`src/rtl/tff_toggle_arbiter.sv`:
```
`default_nettype none
// ============================================================================
// Module  : tff_toggle_arbiter
// Brief   : Round-robin owner of a shared toggle flip-flop enable; the winner
//           gets exactly cnt[i] enable cycles, then a done pulse.
// Revision: 1.0 - initial release
// ============================================================================
module tff_toggle_arbiter #(
    parameter int NREQ = 4,
    parameter int CNTW = 4
) (
    input  logic                 clk,
    input  logic                 reset,
    input  logic [NREQ-1:0]      req,
    input  logic [NREQ*CNTW-1:0] cnt,
    output logic [NREQ-1:0]      gnt,
    output logic                 t_en,
    output logic                 busy,
    output logic                 done,
    output logic [2:0]           owner
);

    localparam logic [1:0] c_IDLE = 2'd0;
    localparam logic [1:0] c_RUN  = 2'd1;
    localparam logic [1:0] c_DONE = 2'd2;

    logic [1:0]      r_state;
    logic [2:0]      r_ptr;
    logic [CNTW-1:0] r_rem;

    logic            w_found;
    logic [2:0]      w_idx;
    logic [CNTW-1:0] w_cnt_sel;
    logic [NREQ-1:0] w_onehot;

    // Scan from ptr+1 with wrap; descending loop leaves the nearest hit last.
    always_comb begin
        w_found = 1'b0;
        w_idx   = '0;
        for (int k = NREQ; k >= 1; k--) begin
            if (req[(int'(r_ptr) + k) % NREQ]) begin
                w_found = 1'b1;
                w_idx   = 3'((int'(r_ptr) + k) % NREQ);
            end
        end
    end

    assign w_cnt_sel = cnt[int'(w_idx)*CNTW +: CNTW];
    assign w_onehot  = NREQ'(1) << w_idx;

    // DONE spends one settle cycle with t_en low before done rises, then one
    // cycle with done high; gnt and busy cover both.
    always_ff @(posedge clk or posedge reset) begin
        if (reset) begin
            r_state <= c_IDLE;
            r_ptr   <= 3'(NREQ - 1);
            r_rem   <= '0;
            gnt     <= '0;
            t_en    <= 1'b0;
            busy    <= 1'b0;
            done    <= 1'b0;
            owner   <= '0;
        end else begin
            case (r_state)
                c_IDLE: begin
                    if (w_found) begin
                        gnt   <= w_onehot;
                        owner <= w_idx;
                        r_ptr <= w_idx;
                        r_rem <= w_cnt_sel;
                        busy  <= 1'b1;
                        if (w_cnt_sel != '0) begin
                            t_en    <= 1'b1;
                            r_state <= c_RUN;
                        end else begin
                            r_state <= c_DONE;
                        end
                    end
                end
                c_RUN: begin
                    if (r_rem <= CNTW'(1)) begin
                        t_en    <= 1'b0;
                        r_rem   <= '0;
                        r_state <= c_DONE;
                    end else begin
                        r_rem <= r_rem - CNTW'(1);
                    end
                end
                c_DONE: begin
                    if (!done) begin
                        done <= 1'b1;
                    end else begin
                        done    <= 1'b0;
                        gnt     <= '0;
                        busy    <= 1'b0;
                        r_state <= c_IDLE;
                    end
                end
                default: begin
                    r_state <= c_IDLE;
                end
            endcase
        end
    end

endmodule
`default_nettype wire
```
`config.mk`:
```
export PLATFORM = sky130hd
export DESIGN_NAME = tff_toggle_arbiter
export DESIGN_NICKNAME = d
export VERILOG_FILES = /design/src/rtl/tff_toggle_arbiter.sv
export SDC_FILE = /design/constraint.sdc
export NUM_CORES = 1
export LEC_CHECK = 0
export ABC_AREA = 1
export CAP_MARGIN = 40
export CORE_MARGIN = 2
export CORE_UTILIZATION = 30
export CTS_CLUSTER_SIZE = 40
export DETAILED_ROUTE_END_ITERATION = 8
export GPL_TIMING_DRIVEN = 0
export HOLD_SLACK_MARGIN = 0.02
export PLACE_DENSITY = 0.57
export SYNTH_ARGS = -nofsm -noshare
export SYNTH_HDL_FRONTEND = slang
export SYNTH_SLANG_ARGS = --single-unit
export TNS_END_PERCENT = 1
```
`constraint.sdc`:
```
create_clock -name clk -period 1.8 [get_ports clk]
set_input_delay 0.27 -clock clk [delete_from_list [all_inputs] [get_ports clk]]
set_output_delay 0.27 -clock clk [all_outputs]
set_load 0.05 [all_outputs]
```
After elaboration in Yosys (flattened, before gate mapping)
Cells that the tools add are included.

Reductions and logical operators: 13. Shift operators: 2. Mux-type cells: 39. $lt $le $gt $ge: 5. Eq/ne operators: 6. Bitwise gates (word level): 4. Add/sub/neg operators: 5.

Operators by type and width (number): two-way mux 1 bit (18); < comparator 3 x 4 -> 1 bit (second input constant) (4); two-way mux 4 bit (4); one-hot mux 4 bit (2 select lines) (2); variable part select 16 x 6 -> 4 bit (1); two-way mux 3 bit (4); binary-select mux 1 bit (select 2 bit) (4); two-way mux 2 bit (4); inequality test 2 bit (second input constant) (4); OR reduction 2 bit (4); one-hot mux 2 bit (3 select lines) (1); AND reduction 3 bit (2); adder 2 x 1 -> 2 bit (second input constant) (2); adder 2 bit (second input constant) (2); AND 1 bit (first input constant) (4); less-or-equal comparator 4 x 1 -> 1 bit (second input constant) (1); one-hot mux 1 bit (2 select lines) (2); AND reduction 2 bit (2); AND reduction 4 bit (1); nonzero test 2 bit (2); nonzero test 4 bit (1); << shifter 1 x 3 -> 4 bit (first input constant) (1); subtractor 4 x 1 -> 4 bit (second input constant) (1); == test 2 x 1 -> 1 bit (second input constant) (1); 2 further kinds (2).

Output and inout bits: 10. Logic and storage cells: 82. Input bits: 22. Register bits: 18.

Depth between registers and ports, before layout
Word-level depth: 15. Gate-level depth with buffers: 18. Gate-level depth less buffers: 17.

Worst setup path after synthesis
No wires, ideal clock.

Path kind: reg2reg. From: register r_ptr[0]. To: register t_en. Data required time: 1680 ps. Period minus slack after synthesis: 1939 ps. Cell stages (with the launch flop): 19. Data arrival time: 1819 ps. Path buffers: 1. Path slack: -139 ps. Library setup time: 120 ps. Cells stage by stage: dfstp_2 -> inv_2 -> nand2_1 -> nand2_1 -> nand2_1 -> nand2_1 -> nand2_2 -> nand2_2 -> nand2_4 -> nand2_4 -> buf_6 -> nand2_1 -> nand2_1 -> nand2_1 -> nand2_1 -> nor2_1 -> nand2_2 -> nand2_2 -> a21oi_2.

Cells in the longest elaborated chain, start to end: 12. Elaborated cells on any way between the ends: 37. Classes of those cells: add/sub (4); eq/ne (2); shift (1); mux (20); bitwise (4); reduce/logical (6).

RTL lines: start, declared (line 28) `logic [2:0] r_ptr;`; start signal, assigned (line 56) `r_ptr <= 3'(NREQ - 1);`; start signal, assigned (line 69) `r_ptr <= w_idx;`; adder 2 x 1 -> 2 bit (line 41, 43); binary-select mux 1 bit (select 2 bit) (line 41) `if (req[(int'(r_ptr) + k) % NREQ]) begin`; two-way mux 1 bit (implied by the code) (2 in a row) (line 41); two-way mux 3 bit (4 in a row) (line 41); variable part select 16 x 6 -> 4 bit (line 48) `assign w_cnt_sel = cnt[int'(w_idx)*CNTW +: CNTW];`; nonzero test 4 bit (line 72) `if (w_cnt_sel != '0) begin`; inequality test 2 bit (no source line); AND reduction 4 bit (no source line) *; end signal, assigned (line 59) `t_en <= 1'b0;`; end signal, assigned (line 73) `t_en <= 1'b1;`; end signal, assigned (line 82) `t_en <= 1'b0;`; end, declared (line 17) `output logic t_en,`.

Mark *: on every way between the ends. The rest lies on a longest branch, timed or not. The select of a mux whose other input is x is not followed. A chain may end at the register's enable or synchronous reset.

Final worst setup path
Ends and elaborated chain as after synthesis.

==> flow_metrics.tcl <==
set metrics [dict create \
    status "finished with violations" \
    violations "setup timing" \
    vias 1209 \
    synth_edf_count 0 \
    crit_chain "buf_6 -> nand2_1 -> nand2_1 -> nand2_1 -> nand2_2 -> clkinv_4 -> nand2_4 -> nand2_4 -> buf_4 -> nand3_1 -> nand2_1 -> nand2_1 -> nand2_2 -> nor2_2 -> nand2_2 -> nand2_2 -> a21oi_2" \
    layout_min_cycle_time_ns 2.06 \
    cts_sinks 17 \
    clockBufferDepth 2 \
    clk_pin_slew_ns 0.07 \
    hold_class "in2async" \
    coreArea_sq_um 3910 \
    arrival_ns 2.22 \
    grt_pass1_vias 1084 \
    synth_fp_nets 202 \
    die-width_um 67.3 \
    insertedDiodeCount 0 \
    synth_flop_cell "dfrtp_1" \
    wirelength_um 2850 \
    clock_skew_ns 0.00151 \
    grt_use_met2_pct 22.3 \
    crit_path_end_kind "register" \
    drtIter0Drc 53 \
    antenna_found_initial 0 \
    critPathMaxStageDelay_ns 0.62 \
    rsz0062_at_grt "true" \
    fmax_mhz 484 \
    worstMarginPinSlew_ns 0.646 \
    port_buffers 30 \
    yosys_warnings 0 \
    area_growth_pct 47.3 \
    final_cells 272 \
    slew_viol_final 0 \
    final_common_cell "nand2_1" \
    cts_buffers 3 \
    finalSetupViolCount 16 \
    synth-seq-cells 17 \
    synth.avg_cell_area_sq_um 6.76 \
    critical_path.max_fanout 6 \
    cts_max_level 1 \
    boundaryPins 32 \
    drv_cap 0 \
    drive_gt1_share_pct 24.8 \
    ys_seq_area_share_pct 35.6 \
    layout_common_cells "nand2_1, clkdlybuf4s50_1, nand2_2, inv_1, dfrtp_1" \
    start_util_pct 30.7 \
    dr.pass1.iters 4 \
    globalRouteMet3Util_pct 1.50 \
    ys_types 30 \
    required_ns 1.95 \
    clock-root-buffer "clkbuf_8" \
    finalSetupTns_ns -2.37 \
    period_share_pct 115 \
    slowest_stage "dfstp_2" \
    crit_type "reg2reg" \
    startpoint_type "register" \
    routedWlPerCell_um 10.5 \
    place.gp.congestion 0.798 \
    dieArea_sq_um 4530 \
    final_nets 247 \
    holdBufCountCts 0 \
    cts_tree "done" \
    drc 0 \
    slew_headroom_pct 56.9 \
    syn_inst 178 \
    postLayoutCellArea_sq_um 1770 \
    viasPerCell 4.44 \
    dpl.hpwl_um 2030 \
    use_met1_pct 17.4 \
    syn-cell-area_sq_um 1200 \
    placed_area_sq_um 1570 \
    antenna_left 0 \
    reg2reg_from "r_ptr[0]" \
    core.rowCount 23 \
    grt_max_degree 18 \
    gr-usage-all-layers_pct 13.7 \
    synth_async_sr_flop_share_pct 100 \
    grt.overflow.total 0 \
    grt_pass1_wl_um 4680 \
    dp.cells 258 \
    startpoint "r_ptr[0]" \
    clkLatencyLatePin_ns 0.26 \
    fp.dieH_um 67.3 \
    setup_slack_ns -0.264 \
    cp_common_cell "nand2_1" \
    grt_busiest_layer "met2" \
    hold_viol 0 \
]
cell families after synthesis:
family / share of synthesized area, %
AO/OA/AOI/OAI: 10.2
AND/OR/NAND/NOR: 40.8
flip-flops: 35.6
adder cells (fa/ha/maj): 2.08
other: 0.312
XOR/XNOR: 1.46
buffers and inverters: 9.57
repair_timing:
action	in CTS	in global routing
endpoints found under the setup margin	16	16
pin swaps	16	4
resized for setup	22	8
buffers inserted	9	1
registers in the layout, summed over array words and instances (netlist names):
name and flops:
busy 1, gnt 4, r_rem 4, r_ptr 2
done 1, owner 2, r_state 2, t_en 1
critical path, delay by kind of cell (launching register included):
| family | cells | cell delay (ns) |
|---|---|---|
| buf+inv | 3 | 0.35 |
| simple gates | 13 | 0.93 |
| flops | 1 | 0.62 |
| compound gates | 1 | 0.05 |
metal layers:
metal	share of wire (%)	wire, um
met3	3.8	109
met1	48	1380
met2	45	1290
met5	0	0
met4	2.4	67
final timing paths:
kind | endpoint | cells after the start | slack, ns
setup / recovery | t_en | 17 | -0.26
hold / removal | busy | 2 | 0.40
setup reg to reg | t_en | 17 | -0.26
hold reg to reg | owner[1] | 2 | 0.48
max in group asynchronous | r_rem[2] | 2 | 0.99
min in group clk | owner[1] | 2 | 0.48
Yosys cell counts (2+ instances only):
library cell  number  share of area, %
dfstp_2            2               4.4
nand2_4            2               1.9
nor2_1            10               3.1
nand2_2            5               2.6
o31ai_1            3               1.9
inv_1             21               6.6
a21oi_1            4               1.7
nand3b_1           3               1.9
nand2_1           69                22
nand4_1            2               1.0
dfrtp_1           15                31
a22oi_1            2               1.2
a21oi_2            2               1.5
nand3_1           14               5.8
o21ai_0            8               3.3
ha_1               2               2.1
cell type report:
class                      count  area (sq um)
tap                           50          62.6
multi-input combinational    134           731
clock inverter                 1          5.00
sequential                    17           428
timing repair buffer          40           379
inverter                      24          97.6
fill                         440          2140
buffer                         3          27.5
clock buffer                   3          41.3
through the flow:
| step | hold WS (ns) | util, % | setup slack (ns) |
|---|---|---|---|
| after CTS | 0.423 | 44.5 | -0.271 |
| after floorplan | 0.195 | - | -0.131 |
| after global placement | 0.464 | 40.1 | -0.446 |
| after global routing | 0.483 | 45.3 | -0.446 |
| final | 0.396 | 45.3 | -0.264 |
| after detailed placement | 0.470 | 40.1 | -0.441 |
Power is not shown: default switching activity piles up to over one toggle a cycle in this logic, so the estimate is an artifact.
